--- src/rtl/sobel_pkg.sv ---
// sobel_pkg: shared pixel/window widths, 3x3 tap bit offsets and clog2 helper for the sobel pipeline.
package sobel_pkg;
  localparam int PIX_W = 8;
  localparam int WIN_W = 9 * PIX_W;
  localparam int TAP_TL = 8 * PIX_W;
  localparam int TAP_TM = 7 * PIX_W;
  localparam int TAP_TR = 6 * PIX_W;
  localparam int TAP_ML = 5 * PIX_W;
  localparam int TAP_MM = 4 * PIX_W;
  localparam int TAP_MR = 3 * PIX_W;
  localparam int TAP_BL = 2 * PIX_W;
  localparam int TAP_BM = 1 * PIX_W;
  localparam int TAP_BR = 0;
  function automatic int clog2(input int v);
    int r;
    r = 0;
    while ((1 << r) < v) r++;
    return (r < 1) ? 1 : r;
  endfunction
endpackage

--- src/rtl/sobel_window_gen_if.sv ---
// sobel_window_gen_if: pixel stream in, packed 3x3 window out.
interface sobel_window_gen_if;
  import sobel_pkg::*;
  logic [PIX_W-1:0] pix_in;
  logic pix_valid;
  logic [WIN_W-1:0] mem_bus_out;
  logic win_valid;
  modport master (output pix_in, pix_valid, input mem_bus_out, win_valid);
  modport slave (input pix_in, pix_valid, output mem_bus_out, win_valid);
endinterface

--- src/rtl/sobel_line_buffer.sv ---
// sobel_line_buffer: circular RAM with one shared read/write pointer giving a DEPTH-sample delay.
module sobel_line_buffer
  import sobel_pkg::*;
#(
  parameter int DEPTH = 256,
  parameter int W = 8
) (
  input  logic clk,
  input  logic rst,
  input  logic en_i,
  input  logic [W-1:0] din_i,
  output logic [W-1:0] dout_o
);
  localparam int AW = clog2(DEPTH);
  logic [W-1:0] mem_q [DEPTH];
  logic [AW-1:0] ptr_q, ptr_d;
  assign dout_o = mem_q[ptr_q];
  always_comb ptr_d = (ptr_q == AW'(DEPTH - 1)) ? '0 : ptr_q + 1'b1;
  always_ff @(posedge clk) begin
    if (rst) ptr_q <= '0;
    else if (en_i) ptr_q <= ptr_d;
  end
  // RAM contents survive reset; row gating upstream keeps stale data from being emitted
  always_ff @(posedge clk) begin
    if (en_i) mem_q[ptr_q] <= din_i;
  end
endmodule

--- src/rtl/sobel_window_gen.sv ---
// sobel_window_gen: line-buffered 3x3 window generator feeding main_sobel.
// Optional frame_done output enabled by SOBEL_FRAME_DONE_EN.
module sobel_window_gen
  import sobel_pkg::*;
#(
  parameter int IMG_WIDTH = 256,
  parameter int IMG_HEIGHT = 256,
  localparam int CW = clog2(IMG_WIDTH),
  localparam int RW = clog2(IMG_HEIGHT)
) (
  input  logic clk,
  input  logic rst,
  sobel_window_gen_if.slave bus,
`ifdef SOBEL_FRAME_DONE_EN
  output logic frame_done,
`endif
  output logic [CW-1:0] col_cnt,
  output logic [RW-1:0] row_cnt
);
  logic [CW-1:0] col_q, col_d;
  logic [RW-1:0] row_q, row_d;
  logic [PIX_W-1:0] lb1_out, lb0_out;
  logic [2*PIX_W-1:0] top_q, top_d, mid_q, mid_d, bot_q, bot_d;
  logic [WIN_W-1:0] win_q, win_d;
  logic wv_q, col_end, row_end, emit;
  sobel_line_buffer #(.DEPTH(IMG_WIDTH), .W(PIX_W)) u_lb1 (
    .clk(clk), .rst(rst), .en_i(bus.pix_valid), .din_i(bus.pix_in), .dout_o(lb1_out)
  );
  sobel_line_buffer #(.DEPTH(IMG_WIDTH), .W(PIX_W)) u_lb0 (
    .clk(clk), .rst(rst), .en_i(bus.pix_valid), .din_i(lb1_out), .dout_o(lb0_out)
  );
  always_comb begin
    col_end = col_q == CW'(IMG_WIDTH - 1);
    row_end = row_q == RW'(IMG_HEIGHT - 1);
    col_d = col_end ? '0 : col_q + 1'b1;
    row_d = col_end ? (row_end ? '0 : row_q + 1'b1) : row_q;
    emit = bus.pix_valid && row_q >= RW'(2) && col_q >= CW'(2);
    top_d = {top_q[PIX_W-1:0], lb0_out};
    mid_d = {mid_q[PIX_W-1:0], lb1_out};
    bot_d = {bot_q[PIX_W-1:0], bus.pix_in};
    win_d = {top_q, lb0_out, mid_q, lb1_out, bot_q, bus.pix_in};
  end
  always_ff @(posedge clk) begin
    if (rst) begin
      col_q <= '0;
      row_q <= '0;
      top_q <= '0;
      mid_q <= '0;
      bot_q <= '0;
      win_q <= '0;
      wv_q <= 1'b0;
    end else begin
      wv_q <= emit;
      if (emit) win_q <= win_d;
      if (bus.pix_valid) begin
        col_q <= col_d;
        row_q <= row_d;
        top_q <= top_d;
        mid_q <= mid_d;
        bot_q <= bot_d;
      end
    end
  end
`ifdef SOBEL_FRAME_DONE_EN
  logic fd_q;
  always_ff @(posedge clk) begin
    if (rst) fd_q <= 1'b0;
    else fd_q <= emit && col_end && row_end;
  end
  assign frame_done = fd_q;
`endif
  assign bus.mem_bus_out = win_q;
  assign bus.win_valid = wv_q;
  assign col_cnt = col_q;
  assign row_cnt = row_q;
endmodule

--- src/flat_wrapper.sv ---
// flat-port wrapper written by rule: the top's interface ports become plain ports
module sobel_window_gen_flat import sobel_pkg::*;
#(
  parameter int IMG_WIDTH = 256,
  parameter int IMG_HEIGHT = 256,
  localparam int CW = clog2(IMG_WIDTH),
  localparam int RW = clog2(IMG_HEIGHT)
)
  (clk, rst, col_cnt, row_cnt, bus_pix_in, bus_pix_valid, bus_mem_bus_out, bus_win_valid);
  sobel_window_gen_if bus_i ();
  input  logic clk;
  input  logic rst;
  output logic [CW-1:0] col_cnt;
  output logic [RW-1:0] row_cnt;
  input wire logic [$bits(bus_i.pix_in)-1:0] bus_pix_in;
  input wire logic [$bits(bus_i.pix_valid)-1:0] bus_pix_valid;
  output wire logic [$bits(bus_i.mem_bus_out)-1:0] bus_mem_bus_out;
  output wire logic [$bits(bus_i.win_valid)-1:0] bus_win_valid;
  assign bus_i.pix_in = bus_pix_in;
  assign bus_i.pix_valid = bus_pix_valid;
  assign bus_mem_bus_out = bus_i.mem_bus_out;
  assign bus_win_valid = bus_i.win_valid;
  sobel_window_gen #(.IMG_WIDTH(IMG_WIDTH), .IMG_HEIGHT(IMG_HEIGHT)) u_core (.clk(clk), .rst(rst), .bus(bus_i), .col_cnt(col_cnt), .row_cnt(row_cnt));
endmodule
--- config.mk ---
export PLATFORM = sky130hd
export DESIGN_NAME = sobel_window_gen_flat
export DESIGN_NICKNAME = d
export VERILOG_FILES = /design/src/rtl/sobel_pkg.sv /design/src/rtl/sobel_window_gen_if.sv /design/src/rtl/sobel_line_buffer.sv /design/src/rtl/sobel_window_gen.sv /design/src/flat_wrapper.sv
export SDC_FILE = /design/constraint.sdc
export NUM_CORES = 2
export LEC_CHECK = 0
export BUFFER_PORTS_ARGS = -buffer_cell sky130_fd_sc_hd__buf_4
export CELL_PAD_IN_SITES_DETAIL_PLACEMENT = 2
export CELL_PAD_IN_SITES_GLOBAL_PLACEMENT = 2
export CORE_MARGIN = 3
export CORE_UTILIZATION = 50
export CTS_CLUSTER_DIAMETER = 30
export DETAILED_ROUTE_END_ITERATION = 16
export HOLD_SLACK_MARGIN = 0.12
export PLACE_DENSITY = 0.76
export REMOVE_ABC_BUFFERS = 1
export SYNTH_ARGS = -nofsm -noshare
export SYNTH_HDL_FRONTEND = slang
export SYNTH_SLANG_ARGS = --single-unit
--- constraint.sdc ---
create_clock -name clk -period 13.1 [get_ports clk]
set_input_delay 1.31 -clock clk [delete_from_list [all_inputs] [get_ports clk]]
set_output_delay 1.31 -clock clk [all_outputs]
set_load 0.02 [all_outputs]
==> summary.txt, run 1 <==
Status
  • Status: stopped before the end
  • Last flow stage reached: 3_5_place_dp
  • Error: [ERROR DPL-0033] detailed placement checks failed during check placement.

Floorplanning
  • Number of rows in the core area: between 200 and 250
  • Vertical extent of the die: slightly below 600 um
  • Width of the die: ~580 um
  • I/O pin total: 100
  • Initial core utilization: 0.503

Placement
  • Sum of net half-perimeters after detailed placement: roughly 380 mm
  • Final weighted congestion in routability-driven placement: approximately 0.86
  • Count of input and output buffers: 99

Logic synthesis
  • Cell Area, Synth: around 0.16 mm^2
  • Synth warn: 0
  • Multiplexer share of the synthesized area: 0.148
  • Combinational family with the most area after synthesis: multiplexers
  • Top FF cell, synth: edfxtp_1
  • Adder and majority cell fraction of the synthesized area: 0.000910
  • Number of enable-type register cells in the synthesized netlist: between 4000 and 5000
  • Synth Instances: approximately 8200
  • Simple-gate share of the synthesized area: 0.0357
  • Xor-xnor portion of the synthesized cell area: 0.00111
  • Sequential share of the synthesized area: 0.766
  • Synth async-reset ratio: 0
  • Syn Area/Cell: 20.2 um^2
  • Distinct cell type count of the synthesized netlist: 82
  • Flop and latch count out of synthesis: ~4300
  • Share of the synthesized area in compound gates (AO/OA/AOI/OAI): 0.0318
[Yosys cell counts (all sizes together) (5+ instances only)]
| master | instances | area share |
|---|---|---|
| o311ai | 5 | 0.00027 |
| dfxtp | 169 | 0.021 |
| mux2i | 262 | 0.016 |
| a22oi | 148 | 0.0067 |
| or2 | 12 | 0.00046 |
| nor2b | 46 | 0.0017 |
| o22ai | 79 | 0.0030 |
| a221oi | 52 | 0.0028 |
| ha | 12 | 0.00091 |
| o2bb2ai | 7 | 0.00037 |
| mux4 | 944 | 0.13 |
| nor3 | 71 | 0.0022 |
| a22o | 22 | 0.0012 |
| edfxtp | 4096 | 0.75 |
| or4 | 6 | 0.00027 |
| a31o | 11 | 0.00058 |
| xor2 | 15 | 0.00080 |
| buf | 258 | 0.011 |
| nand4 | 18 | 0.00068 |
| a221o | 5 | 0.00030 |
| o211ai | 13 | 0.00059 |
| nand2 | 356 | 0.0081 |
| o31ai | 14 | 0.00070 |
| xnor2 | 6 | 0.00032 |
| o21ai | 82 | 0.0025 |
| a32o | 8 | 0.00049 |
| a211oi | 37 | 0.0017 |
| o221ai | 35 | 0.0019 |
| mux2 | 43 | 0.0029 |
| and2 | 27 | 0.0010 |
| a31oi | 19 | 0.00072 |
| a21oi | 180 | 0.0055 |
| nor3b | 6 | 0.00027 |
| nand2b | 28 | 0.0011 |
| nand3 | 80 | 0.0024 |
| and3 | 23 | 0.00087 |
| nor2 | 653 | 0.015 |
| o32ai | 10 | 0.00053 |
| inv | 21 | 0.00048 |
| clkbuf | 222 | 0.0051 |
| nor4 | 25 | 0.0011 |
| nand3b | 7 | 0.00032 |
[metrics by stage]
stage	hold WS (ns)	setup slack, ns	instances	area [um^2]
floorplan	0.425	-17.32	7702	162000
global placement	0.439	6.17	12300	170000
[kinds of logic after synthesis]
group,after synthesis
muxes,1249
buffers and inverters,504
AOI/OAI and AO/OA,765
xor gates and xnor gates,21
adders and majority gates,12
and+or+nand+nor,1366
DFF,4265
==> inputs of run 2 (changes only) <==
--- a/config.mk
+++ b/config.mk
@@ -6,14 +6,10 @@
 export NUM_CORES = 2
 export LEC_CHECK = 0
 export BUFFER_PORTS_ARGS = -buffer_cell sky130_fd_sc_hd__buf_4
-export CELL_PAD_IN_SITES_DETAIL_PLACEMENT = 2
-export CELL_PAD_IN_SITES_GLOBAL_PLACEMENT = 2
 export CORE_MARGIN = 3
-export CORE_UTILIZATION = 50
-export CTS_CLUSTER_DIAMETER = 30
+export CORE_UTILIZATION = 40
 export DETAILED_ROUTE_END_ITERATION = 16
-export HOLD_SLACK_MARGIN = 0.12
-export PLACE_DENSITY = 0.76
+export PLACE_DENSITY_LB_ADDON = 0.15
 export REMOVE_ABC_BUFFERS = 1
 export SYNTH_ARGS = -nofsm -noshare
 export SYNTH_HDL_FRONTEND = slang
==> summary.txt, run 2 <==
Pwr
  • Maximum vdd drop: ~0.12 mV
  • Cell leakage power: between 50 and 60 nW
  • Total power divided by cell area: between 150 and 200 mW/mm^2

Final layout
  • Leading cell types in the layout, fill and taps excluded: edfxtp_1 (4096), mux4_2 (938), nor2_1 (643)
  • Net total in the final layout: ~8500
  • Proportion of layout cells with a drive suffix above 1: 0.222
  • Synth-to-Final Area Change: 12.5%
  • Fillcell total: approximately 35000
  • Post-Route Utilization: 0.453
  • Most common cell after layout, fill and taps aside: edfxtp_1

Global route
  • Vias in the first global route: 84600
  • First-pass GRT wire length: around 670 mm
  • Antenna violations before repair: 8
  • Global-route usage over all layers: 0.225
  • Maximum number of pins on one net before global-route repair: approximately 190
  • Residual overflow from global routing: 0

Placement
  • Final weighted congestion in routability-driven placement: 0.853 (-0.36%)
  • Worst Setup Slack post-DPL: approximately 6 ns
  • Count of input and output buffers: 99 (unchanged)
  • Sum of net half-perimeters after detailed placement: 291 mm (-24%)

Worst setup path
  • Startpoint type of the worst setup path: register
  • Critical path's slowest cell: o311ai_1
  • Worst path most repeated cell: buf_4
  • Cells traversed along the worst timing path: buf_4 -> buf_4 -> mux4_2 -> and2_1 -> a211oi_1 -> a211oi_1 -> nor4_1 -> o311ai_1 -> and2_4 -> buf_4
  • Critical path required time: 13.68 ns
  • Critical Path Sink Type: register
  • Peak fanout along the critical path: about 110
  • WP data arrival: about 7.5 ns
  • Count of buffering cells on the critical path with inverters included: 3
  • Delay of the slowest cell on the worst path: 1.00 ns
  • Top Family by Delay on Critical Path: buffers and inverters
  • Kind of critical path: reg2reg

Timing
  • Number of slew-limit violations in the final report: 0
  • Least-Margin Pin Slew: approximately 1.4 ns
  • Final Hold Fails: 0
  • Final WS setup: between 6 and 7 ns
  • Time the worst path needs with I/O delays and setup: 6.89 ns
  • Part of the cycle the worst path needs: 0.526
  • Fmax achieved: ~150 MHz
  • Max-Slew Margin vs Limit: 0.0421
  • Clk_skew: 0.0731 ns
  • RSZ-0062 raised after global routing: false
  • Final setup fails: 0
  • Setup TNS: 0 ns

Clocking
  • Skew-Pair Late Insertion Delay: around 1 ns
  • H-tree depth: 5
  • Hold-fix buffers, CTS: 0
  • Clock net sink count: ~4300
  • Maximum clock path buffer count: 4
  • Clock-pin slew of the registers on the worst-case setup and hold paths: 0.06 ns
  • Post-CTS Setup Bufs: 0
  • Number of buffers created by CTS: 446
  • Cells resized by post-CTS repair: 0
  • Clk Tree Root Cell: clkbuf_16
  • CTS tree: done

Logic synthesis
  • Area share of the largest cell type after synthesis: 0.746 (unchanged)
  • Syn Area/Cell: 20.2 um^2 (unchanged)
  • Top FF cell, synth: edfxtp_1
  • Cell type with the highest aggregate area in the netlist: edfxtp_1
  • Cell with the most instances after synthesis: edfxtp_1
  • Synth Instances: 8182 (unchanged)
  • Synth async-reset ratio: 0 (unchanged)
  • Cell Area, Synth: 0.165 mm^2 (unchanged)
  • Sequential share of the synthesized area: 0.766 (unchanged)
  • Number of enable-type register cells in the synthesized netlist: 4096 (unchanged)
  • Top cells by instance count after synthesis: edfxtp_1 (4096), mux4_2 (938), nor2_1 (653)
  • Dominant cells by area after synthesis: edfxtp_1 (75%), mux4_2 (13%), dfxtp_1 (2.1%)
  • Synth warn: 0 (unchanged)
  • Distinct cell type count of the synthesized netlist: 82 (unchanged)
  • Flop and latch count out of synthesis: 4265 (unchanged)

Route
  • Total vias in the final route: approximately 84000
  • Number of nets still failing antenna checks after routing: 0
  • DRC viols: 0
  • Per-cell via count in the routed design: roughly 5.9
  • Router iterations before antenna repair: 6
  • Routed wire length: 477 mm
  • Post-DR wirelength/cell: between 30 and 40 um
  • DRT iter0 DRCs: 8983

Floorplanning
  • Width of the die: 648 um (+12%)
  • Floorplan Core Area: 0.410 mm^2
  • I/O pin total: 100 (unchanged)
  • Initial core utilization: 0.402 (-0.101)
  • Vertical extent of the die: 648 um (+12%)
  • Number of rows in the core area: 235 (+12%)
  • Floorplan die area: 0.420 mm^2

Flow run
  • Number of max-cap violations: 0

Status
  • Status: finished clean

Worst hold path
  • Hold crit path type: reg2reg
==> run 2: cell counts after synthesis <==
No cell type changed its count.
==> run 2: tightest hold or removal path: cells and delay by family, from the launching register on <==
kind            cells  cell delay [ns]
compound gates      1             0.05
simple gates        1             0.06
flops               1             0.31
==> run 2: cell type report <==
cell class / count / area [um^2] / share of cell area
Clock buffer: 582 / 12000 / 0.0645
Inverter: 24 / 91.3 / 0.000492
Tap cell: 5451 / 6820 / 0.0367
Antenna cell: 8 / 20.0 / 0.000108
Clock inverter: 228 / 1780 / 0.00959
Timing Repair Buffer: 300 / 2490 / 0.0134
Multi-Input combinational cell: 3413 / 36000 / 0.194
Sequential cell: 4265 / 126000 / 0.681
==> run 2: where the power goes <==
part / switching (W) / internal, W / leakage, nW
combinational: 0.000929 / 0.000415 / 11.3
sequential: 0.0000383 / 0.0151 / 38.2
clock: 0.00522 / 0.00684 / 6.75
total: 0.00619 / 0.0224 / 56.2
==> run 2: worst paths after layout <==
path,from,endpoint,slack [ns],cells past startpoint
setup / recovery,register,u_core.u_lb0.mem_q[144][1],6.21,10
hold / removal,u_core.bot_q[14],u_core.bus.mem_bus_out[22],0.44,2
setup reg to reg,register,u_core.u_lb0.mem_q[144][1],6.21,10
hold reg to reg,u_core.bot_q[14],u_core.bus.mem_bus_out[22],0.44,2
==> run 2: cells by family after synthesis <==
family          share of synthesized area
xor+xnor                          0.00111
flops                               0.766
compound gates                     0.0318
simple gates                       0.0357
fa+ha+maj                        0.000910
mux                                 0.148
buf+inv                            0.0165
==> run 2: per-stage QoR <==
step	std cells	hold slack, ns	total power (W)	cell area (um^2)
CTS	14300	0.437	0.0288	186000
detailed placement	13500	0.447	0.0168	172000
global route	14300	0.470	0.0294	186000
finish	14300	0.444	0.0286	186000
floorplan	7702	0.425	0.0167	162000
global placement	13500	0.440	0.0168	172000
==> run 2: per-layer routing <==
layer / global-route usage / routed length (um) / part of all wire / vias up
met5: 0 / 7 / 0.000015 / -
met4: 0.0867 / 20700 / 0.043 / 2
met3: 0.0297 / 27800 / 0.058 / 769
met2: 0.365 / 231000 / 0.49 / 3085
met1: 0.309 / 197000 / 0.41 / 45600
li1: - / - / - / 34200
No activity file was read; power rests on OpenSTA's default activity.
